===== src/rtl/rom_arbiter_pkg.sv =====
// Shared widths, master indices and access-size encodings for the ROM arbiter slice.
package rom_arbiter_pkg;

    localparam int unsigned ROM_VA_WIDTH  = 16;
    localparam int unsigned BUS_WIDTH     = 32;
    localparam int unsigned BUS_ACC_WIDTH = 2;

    localparam logic ROM_ARB_M0 = 1'b0;
    localparam logic ROM_ARB_M1 = 1'b1;

    typedef enum logic [BUS_ACC_WIDTH-1:0] {
        AccByte = 2'd0,
        AccHalf = 2'd1,
        AccWord = 2'd2
    } bus_acc_e;

    // Round-robin: hand the contended grant to whoever did not get the last one.
    function automatic logic rr_pick(input logic last_grant);
        return ~last_grant;
    endfunction

endpackage


===== src/rtl/rom_arb_slot.sv =====
// One-entry holding register for a request that lost arbitration.
module rom_arb_slot
    import rom_arbiter_pkg::*;
#(
    parameter int unsigned AW = ROM_VA_WIDTH
) (
    input  logic                     clk,
    input  logic                     rstn,
    input  logic                     capture,
    input  logic                     clear,
    input  logic [AW-1:0]            in_addr,
    input  logic                     in_w_rb,
    input  logic [BUS_ACC_WIDTH-1:0] in_acc,
    input  logic [BUS_WIDTH-1:0]     in_wdata,
    output logic                     valid,
    output logic [AW-1:0]            addr,
    output logic                     w_rb,
    output logic [BUS_ACC_WIDTH-1:0] acc,
    output logic [BUS_WIDTH-1:0]     wdata
);

    always_ff @(posedge clk or negedge rstn) begin
        if (!rstn) begin
            valid <= 1'b0;
            addr  <= '0;
            w_rb  <= 1'b0;
            acc   <= '0;
            wdata <= '0;
        end else if (capture) begin
            valid <= 1'b1;
            addr  <= in_addr;
            w_rb  <= in_w_rb;
            acc   <= in_acc;
            wdata <= in_wdata;
        end else if (clear) begin
            valid <= 1'b0;
        end
    end

endmodule


===== src/rtl/rom_arbiter.sv =====
// Two-master arbiter in front of the ROM controller; losers wait one cycle in a pending slot.
module rom_arbiter
    import rom_arbiter_pkg::*;
#(
    parameter int unsigned AW   = ROM_VA_WIDTH,
    parameter bit          PRIO = 1'b0
) (
    input  logic                     clk,
    input  logic                     rstn,
    input  logic [AW-1:0]            m0_addr,
    input  logic                     m0_w_rb,
    input  logic [BUS_ACC_WIDTH-1:0] m0_acc,
    input  logic [BUS_WIDTH-1:0]     m0_wdata,
    input  logic                     m0_req,
    output logic                     m0_resp,
    output logic [BUS_WIDTH-1:0]     m0_rdata,
    output logic                     m0_fault,
    input  logic [AW-1:0]            m1_addr,
    input  logic                     m1_w_rb,
    input  logic [BUS_ACC_WIDTH-1:0] m1_acc,
    input  logic [BUS_WIDTH-1:0]     m1_wdata,
    input  logic                     m1_req,
    output logic                     m1_resp,
    output logic [BUS_WIDTH-1:0]     m1_rdata,
    output logic                     m1_fault,
    output logic [AW-1:0]            s_addr,
    output logic                     s_w_rb,
    output logic [BUS_ACC_WIDTH-1:0] s_acc,
    output logic [BUS_WIDTH-1:0]     s_wdata,
    output logic                     s_req,
    input  logic [BUS_WIDTH-1:0]     s_rdata,
    input  logic                     s_resp,
    input  logic                     s_fault
);

    logic [1:0]               pend_v;
    logic [AW-1:0]            p0_addr, p1_addr;
    logic                     p0_w_rb, p1_w_rb;
    logic [BUS_ACC_WIDTH-1:0] p0_acc, p1_acc;
    logic [BUS_WIDTH-1:0]     p0_wdata, p1_wdata;

    logic       cand0, cand1, live0, live1, grant;
    logic       cap0, cap1, clr0, clr1;
    logic       last_grant, owner_q;

    // A live req is ignored while that master already has an entry pending.
    always_comb begin
        live0 = m0_req & ~pend_v[0];
        live1 = m1_req & ~pend_v[1];
        cand0 = pend_v[0] | m0_req;
        cand1 = pend_v[1] | m1_req;
        grant = ROM_ARB_M0;
        if (cand0 && cand1) begin
            grant = PRIO ? ROM_ARB_M0 : rr_pick(last_grant);
        end else if (cand1) begin
            grant = ROM_ARB_M1;
        end
        s_req = cand0 | cand1;
        cap0  = cand0 & cand1 & (grant == ROM_ARB_M1) & live0;
        cap1  = cand0 & cand1 & (grant == ROM_ARB_M0) & live1;
        clr0  = s_req & (grant == ROM_ARB_M0) & pend_v[0];
        clr1  = s_req & (grant == ROM_ARB_M1) & pend_v[1];
    end

    always_comb begin
        if (grant == ROM_ARB_M1) begin
            s_addr  = pend_v[1] ? p1_addr  : m1_addr;
            s_w_rb  = pend_v[1] ? p1_w_rb  : m1_w_rb;
            s_acc   = pend_v[1] ? p1_acc   : m1_acc;
            s_wdata = pend_v[1] ? p1_wdata : m1_wdata;
        end else begin
            s_addr  = pend_v[0] ? p0_addr  : m0_addr;
            s_w_rb  = pend_v[0] ? p0_w_rb  : m0_w_rb;
            s_acc   = pend_v[0] ? p0_acc   : m0_acc;
            s_wdata = pend_v[0] ? p0_wdata : m0_wdata;
        end
    end

    rom_arb_slot #(.AW(AW)) u_slot0 (
        .clk      (clk),
        .rstn     (rstn),
        .capture  (cap0),
        .clear    (clr0),
        .in_addr  (m0_addr),
        .in_w_rb  (m0_w_rb),
        .in_acc   (m0_acc),
        .in_wdata (m0_wdata),
        .valid    (pend_v[0]),
        .addr     (p0_addr),
        .w_rb     (p0_w_rb),
        .acc      (p0_acc),
        .wdata    (p0_wdata)
    );

    rom_arb_slot #(.AW(AW)) u_slot1 (
        .clk      (clk),
        .rstn     (rstn),
        .capture  (cap1),
        .clear    (clr1),
        .in_addr  (m1_addr),
        .in_w_rb  (m1_w_rb),
        .in_acc   (m1_acc),
        .in_wdata (m1_wdata),
        .valid    (pend_v[1]),
        .addr     (p1_addr),
        .w_rb     (p1_w_rb),
        .acc      (p1_acc),
        .wdata    (p1_wdata)
    );

    always_ff @(posedge clk or negedge rstn) begin
        if (!rstn) begin
            last_grant <= ROM_ARB_M1;
            owner_q    <= ROM_ARB_M0;
        end else if (s_req) begin
            last_grant <= grant;
            owner_q    <= grant;
        end
    end

    assign m0_fault = s_fault & s_req & (grant == ROM_ARB_M0);
    assign m1_fault = s_fault & s_req & (grant == ROM_ARB_M1);
    assign m0_resp  = s_resp & (owner_q == ROM_ARB_M0);
    assign m1_resp  = s_resp & (owner_q == ROM_ARB_M1);
    assign m0_rdata = s_rdata;
    assign m1_rdata = s_rdata;

`ifndef SYNTHESIS
    a_m0_no_req_while_pending: assert property (@(posedge clk) disable iff (!rstn)
        !(m0_req && pend_v[0]));
    a_m1_no_req_while_pending: assert property (@(posedge clk) disable iff (!rstn)
        !(m1_req && pend_v[1]));
`endif

endmodule


===== config.mk =====
export PLATFORM = sky130hd
export DESIGN_NAME = rom_arbiter
export DESIGN_NICKNAME = d
export VERILOG_FILES = /design/src/rtl/rom_arbiter_pkg.sv /design/src/rtl/rom_arb_slot.sv /design/src/rtl/rom_arbiter.sv
export SDC_FILE = /design/constraint.sdc
export NUM_CORES = 1
export LEC_CHECK = 0
export BUFFER_PORTS_ARGS = -buffer_cell sky130_fd_sc_hd__buf_2
export CAP_MARGIN = 30
export CORE_UTILIZATION = 49
export DETAILED_ROUTE_END_ITERATION = 8
export GPL_ROUTABILITY_DRIVEN = 0
export PLACE_DENSITY_LB_ADDON = 0.3
export SLEW_MARGIN = 40
export SYNTH_ARGS = -nofsm -noshare
export SYNTH_HDL_FRONTEND = slang
export SYNTH_SLANG_ARGS = --single-unit

===== constraint.sdc =====
create_clock -name clk -period 2 [get_ports clk]
set_clock_uncertainty 0.1 [all_clocks]
set_input_delay 0.1 -clock clk [delete_from_list [all_inputs] [get_ports clk]]
set_output_delay 0.1 -clock clk [all_outputs]
set_load 0.02 [all_outputs]

### Word-level counts from Yosys, hierarchy flattened

Index checks and enable logic that the tools add are counted.

| storage, ports and cells | value |
|---|---|
| flip-flop bits (word level) | 106 |
| input bits | 140 |
| output and inout port bits | 120 |
| logic and storage cells | 57 |

| cells by class | value |
|---|---|
| muxes and demuxes | 18 |
| bitwise operators | 24 |
| reductions and logical operators | 3 |

Operator list:

| cell | number |
|---|---|
| two-way mux 32 bit | 3 |
| two-way mux 16 bit | 3 |
| bitwise AND 1 bit | 16 |
| two-way mux 1 bit | 9 |
| two-way mux 2 bit | 3 |
| inverter 1 bit | 5 |
| nonzero test 2 bit | 2 |
| bitwise OR 1 bit | 3 |
| logical AND 1 bit | 1 |

### Depth between registers and ports, before layout

| depth | value |
|---|---|
| word-level depth | 8 |
| mapped depth | 6 |
| gate-level depth less buffers | 3 |

### Hierarchy

From an unflattened synthesis, not the netlist that was laid out.

| second synthesis, totals | value |
|---|---|
| cell total of the unflattened synthesis | 476 |
| area, all modules | 6671.4 um2 |

By module, submodules not included:

| module | times used | cells each | area an instance (um2) | seq. area each (um2) |
|---|---|---|---|---|
| rom_arb_slot | 2 | 111 | 2182.1 | 1301.2 |
| rom_arbiter | 1 | 254 | 2307.2 | 51.3 |

### Least setup slack after synthesis

Ideal clock, no wire load.

| path | value |
|---|---|
| path kind | reg-to-output |
| start | reg last_grant |
| end | out s_acc[0] |
| arrival time | 1652 ps |
| slack | 148 ps |
| stages on the path, launching flop included | 6 |
| path through | dfstp_2 o21ai_2 o21ai_0 buf_2 buf_2 mux2i_1 |

| between the ends | value |
|---|---|
| word-level cells in the longest chain between the ends | 3 |

Ends and longest elaborated chain:

| what | RTL line | text |
|---|---|---|
| start, declared | rom_arbiter.sv:44 | `logic last_grant, owner_q;` |
| start signal, assigned | rom_arbiter.sv:116 | `last_grant <= grant;` |
| inverter 1 bit | rom_arbiter_pkg.sv:19 | `return ~last_grant;` |
| two-way mux 1 bit | rom_arbiter.sv:53 | `if (cand0 && cand1) begin` |
| two-way mux 2 bit | rom_arbiter.sv:66 | `if (grant == ROM_ARB_M1) begin` |
| end, declared | rom_arbiter.sv:28 | `output logic [BUS_ACC_WIDTH-1:0] s_acc,` |

No other way between the ends.

### Worst setup path after layout

| path | value |
|---|---|
| start | reg u_slot1.valid |
| end | out s_wdata[20] |

| between the ends | value |
|---|---|
| word-level cells in the longest chain between the ends | 4 |
| elaborated cells between the ends (all ways) | 6 |
| those cells by class | mux (4); bitwise (1); reduce/logical (1) |

Ends and longest elaborated chain:

| what | RTL line | text |
|---|---|---|
| start, declared | rom_arb_slot.sv:15 | `output logic valid,` |
| start signal, assigned | rom_arb_slot.sv:24 | `valid <= 1'b0;` |
| start signal, assigned | rom_arb_slot.sv:30 | `valid <= 1'b1;` |
| start signal, assigned | rom_arb_slot.sv:36 | `valid <= 1'b0;` |
| bitwise OR 1 bit | rom_arbiter.sv:51 | `cand1 = pend_v[1] \| m1_req;` |
| two-way mux 1 bit / logical AND 1 bit (equally long branches) | rom_arbiter.sv:55, rom_arbiter.sv:53 |  |
| two-way mux 1 bit | rom_arbiter.sv:53 |  |
| two-way mux 32 bit (*) | rom_arbiter.sv:66 |  |
| end, declared | rom_arbiter.sv:29 | `output logic [BUS_WIDTH-1:0] s_wdata,` |

Mark *: on every way between the ends. The rest lies on a longest branch, timed or not.

==> key figures <==
Die
  – Die height: 114 um
  – Core Area: 12100 um^2
  – I/O pin count: 260
  – Die width: 114 um
  – Die area: 13000 um^2
  – Initial Util: 0.506
  – Core Rows: 40

Detailed routing
  – Via count: 4425
  – WL met2: 8.19 mm
  – Routed WL per cell: 18.5 um
  – Post-Route WL: 15.8 mm
  – WL met1: 6.26 mm
  – DRC: 0
  – Total iterations of the first detailed-routing run: 4
  – Final ANT Viol Nets: 0
  – Met3 routed WL: 813 um
  – Starting DRC count in detailed routing: 106
  – Drt via density: 5.18
  – Highest routed layer: met4

Global routing
  – GRT overflow: 0
  – Initial antenna violation count: 1
  – First-pass GRT wire length: 23.8 mm
  – Number of global-route vias before repair: 4712
  – GRT Total Usage: 0.243
  – Largest net degree at the start of global routing: 40

Clock network
  – Clk sink count: 106
  – CTS Buf Count: 9
  – Reg clk slew, reported paths: 0.07 ns
  – Maximum buffer depth of the clock tree: 2
  – Clock Latency Late Sink: 0.35 ns
  – CTS H-tree lvls: 3
  – CTS tree: yes
  – Clock root buffer: clkbuf_16

Timing
  – Min Tclk post-route: 2.02 ns
  – Setup violators final: 10
  – Final period util: 1.01
  – Setup TNS: -0.0555 ns
  – Max-slew headroom: 0.663
  – Final WS setup: -0.0167 ns
  – Fin. Hold Viols: 0
  – RSZ-0062 raised after global routing: true
  – Max Fclk: 0.496 GHz
  – Max-slew violations: 0
  – Worst-margin pin slew: 0.505 ns

Cells and area
  – Most frequent cells in the layout: mux2i_1 (151), buf_2 (138), dlygate4sd3_1 (103), dfrtp_1 (103), mux2_2 (102)
  – Footprint of the multi-input gates: 2840 um^2
  – Most common cell after layout, fill and taps aside: mux2i_1
  – Area occupied by registers: 2660 um^2
  – Area Overhead vs Synth: 34.6%
  – Layout cell share with drive strength beyond 1: 0.455
  – Nets: 821
  – Filler cell count: 911
  – Final Util: 0.681

Run
  – MaxCap Viol Count: 0

Critical path
  – Req. time, crit path: 1.80 ns
  – Worst Path Buf+Inv: 3
  – Worst path top cell family by delay: buffers and inverters
  – Setup Crit Path Kind: flop to output port
  – Crit end category: output port
  – CP Cell Sequence: o21ai_4, buf_6, clkbuf_16, mux2i_1, buf_4
  – Slowest stage delay, CP: 0.52 ns
  – Crit Path Max Fanout: 8
  – Slowest CP cell: dfrtp_4
  – Startpoint Class: flop
  – Critical Path AT: 1.82 ns

Synth
  – Yosys top cell by area: dfrtp_1
  – Area contributors post-synth: dfrtp_1 (43%), mux2i_1 (25%), mux2_2 (19%)
  – Post-Syn Nets: 612
  – Post-synth top area share: 0.428
  – Syn avg cell area: 13.0 um^2
  – Yosys Warn Count: 0
  – Mapped Area: 6130 um^2
  – Unique masters post-synth: 20
  – Synth Instances: 472
  – Yosys reg bits: 106
  – Sequential area share after synthesis: 0.433

Power
  – Leakage: 3.75 nW
  – PwrDens: 1300 nW/um^2
  – Max VDD drop: 751 uV

Worst hold path
  – Hold Crit Class: input pin to output port

Placed design
  – Post-DP HPWL: 9.81 mm
  – Port bufs: 163

Status
  – Failing checks: setup timing
  – Status: finished with violations
## repair_timing
action                                 4_1_cts  5_1_grt
resized for setup                           25       14
setup buffers                                7        0
pin swaps                                    2        0
endpoints found under the hold margin      136        0
hold buffers                               103        0
cloned                                       1        2
setup endpoints to repair                   51       49
## synth_stat cells
cell        n
nand2_1     4
buf_6      10
mux2i_1   153
buf_1       7
buf_4      65
buf_2       9
nor3b_4     1
dfrtp_1   105
o21ai_0     2
mux2_2    102
dfstp_2     1
inv_1       1
nor4b_4     1
and2_1      1
o21ai_2     1
nor2_2      1
nor3_1      2
clkbuf_1    1
nor2_1      4
nor2b_1     1
## where the power goes
group | switching [mW] | leakage [nW] | internal, mW
clock | 0.766 | 0.147 | 1.09
combinational | 2.40 | 2.35 | 2.66
sequential | 0.598 | 1.25 | 3.25
## routing by layer
layer	GRT usage	up-vias
li1	-	2032
met1	0.274	2177
met2	0.443	175
met3	0.0425	41
met4	0.119	0
met5	0	-
## worst register-to-register path: stages (launching register included)
cell	delay, ns
dfstp_2	0.56
o21ai_4	0.07
buf_4	0.15
nor3b_4	0.24
buf_4	0.30
mux2_2	0.38
## flip-flops by register name, summed over array words and instances (netlist names)
register / cells
last_grant: 1
u_slot1.w_rb: 1
u_slot0.w_rb: 1
u_slot0.valid: 1
u_slot0.wdata: 32
u_slot1.addr: 16
u_slot0.acc: 2
u_slot0.addr: 16
owner_q: 1
u_slot1.valid: 1
u_slot1.wdata: 32
u_slot1.acc: 2
## cells by family (layout without fill, tap and decap cells)
kind of cell           count (synthesis)  in the layout  synth area share
flip-flops                           106            106             0.433
AND/OR/NAND/NOR                       15             15            0.0165
other                                  0              1                 0
AO/OA/AOI/OAI                          3              3           0.00306
buffers and inverters                 93            306             0.111
multiplexers                         255            255             0.437
## through the flow
step           cells  hold slack (ns)  setup slack (ns)  power [mW]  instance area, um^2
3_5_place_dp     726          0.00361            0.0968        8.35                 6690
6_report         854            0.100           -0.0167        10.8                 8250
5_1_grt          854            0.100           -0.0677        11.3                 8250
4_1_cts          851            0.100           -0.0183        10.6                 8160
2_1_floorplan    472           -0.296             0.148        7.25                 6130
3_3_place_gp     726         -0.00608             0.153        8.15                 6690
## final cells by class
| class | instances | area share |
|---|---|---|
| tap | 168 | 0.0255 |
| inverter | 1 | 0.000455 |
| clock inverter | 3 | 0.00788 |
| antenna | 1 | 0.000303 |
| sequential | 106 | 0.322 |
| timing repair buffer | 290 | 0.271 |
| multi-input combinational | 273 | 0.344 |
| clock buffer | 12 | 0.0287 |
## final timing paths
check	startpoint	to	slack (ns)	cells after the start
min	s_rdata[13]	m0_rdata[13]	0.10	0
min reg2reg	u_slot1.addr[2]	u_slot1.addr[2]	0.41	1
max in group asynchronous	rstn	last_grant	0.95	3
min in group asynchronous	rstn	u_slot0.wdata[24]	0.19	2
max	u_slot1.valid	s_wdata[20]	-0.02	5
max reg2reg	last_grant	u_slot1.wdata[9]	0.10	5
No activity file was read; power rests on OpenSTA's default activity.
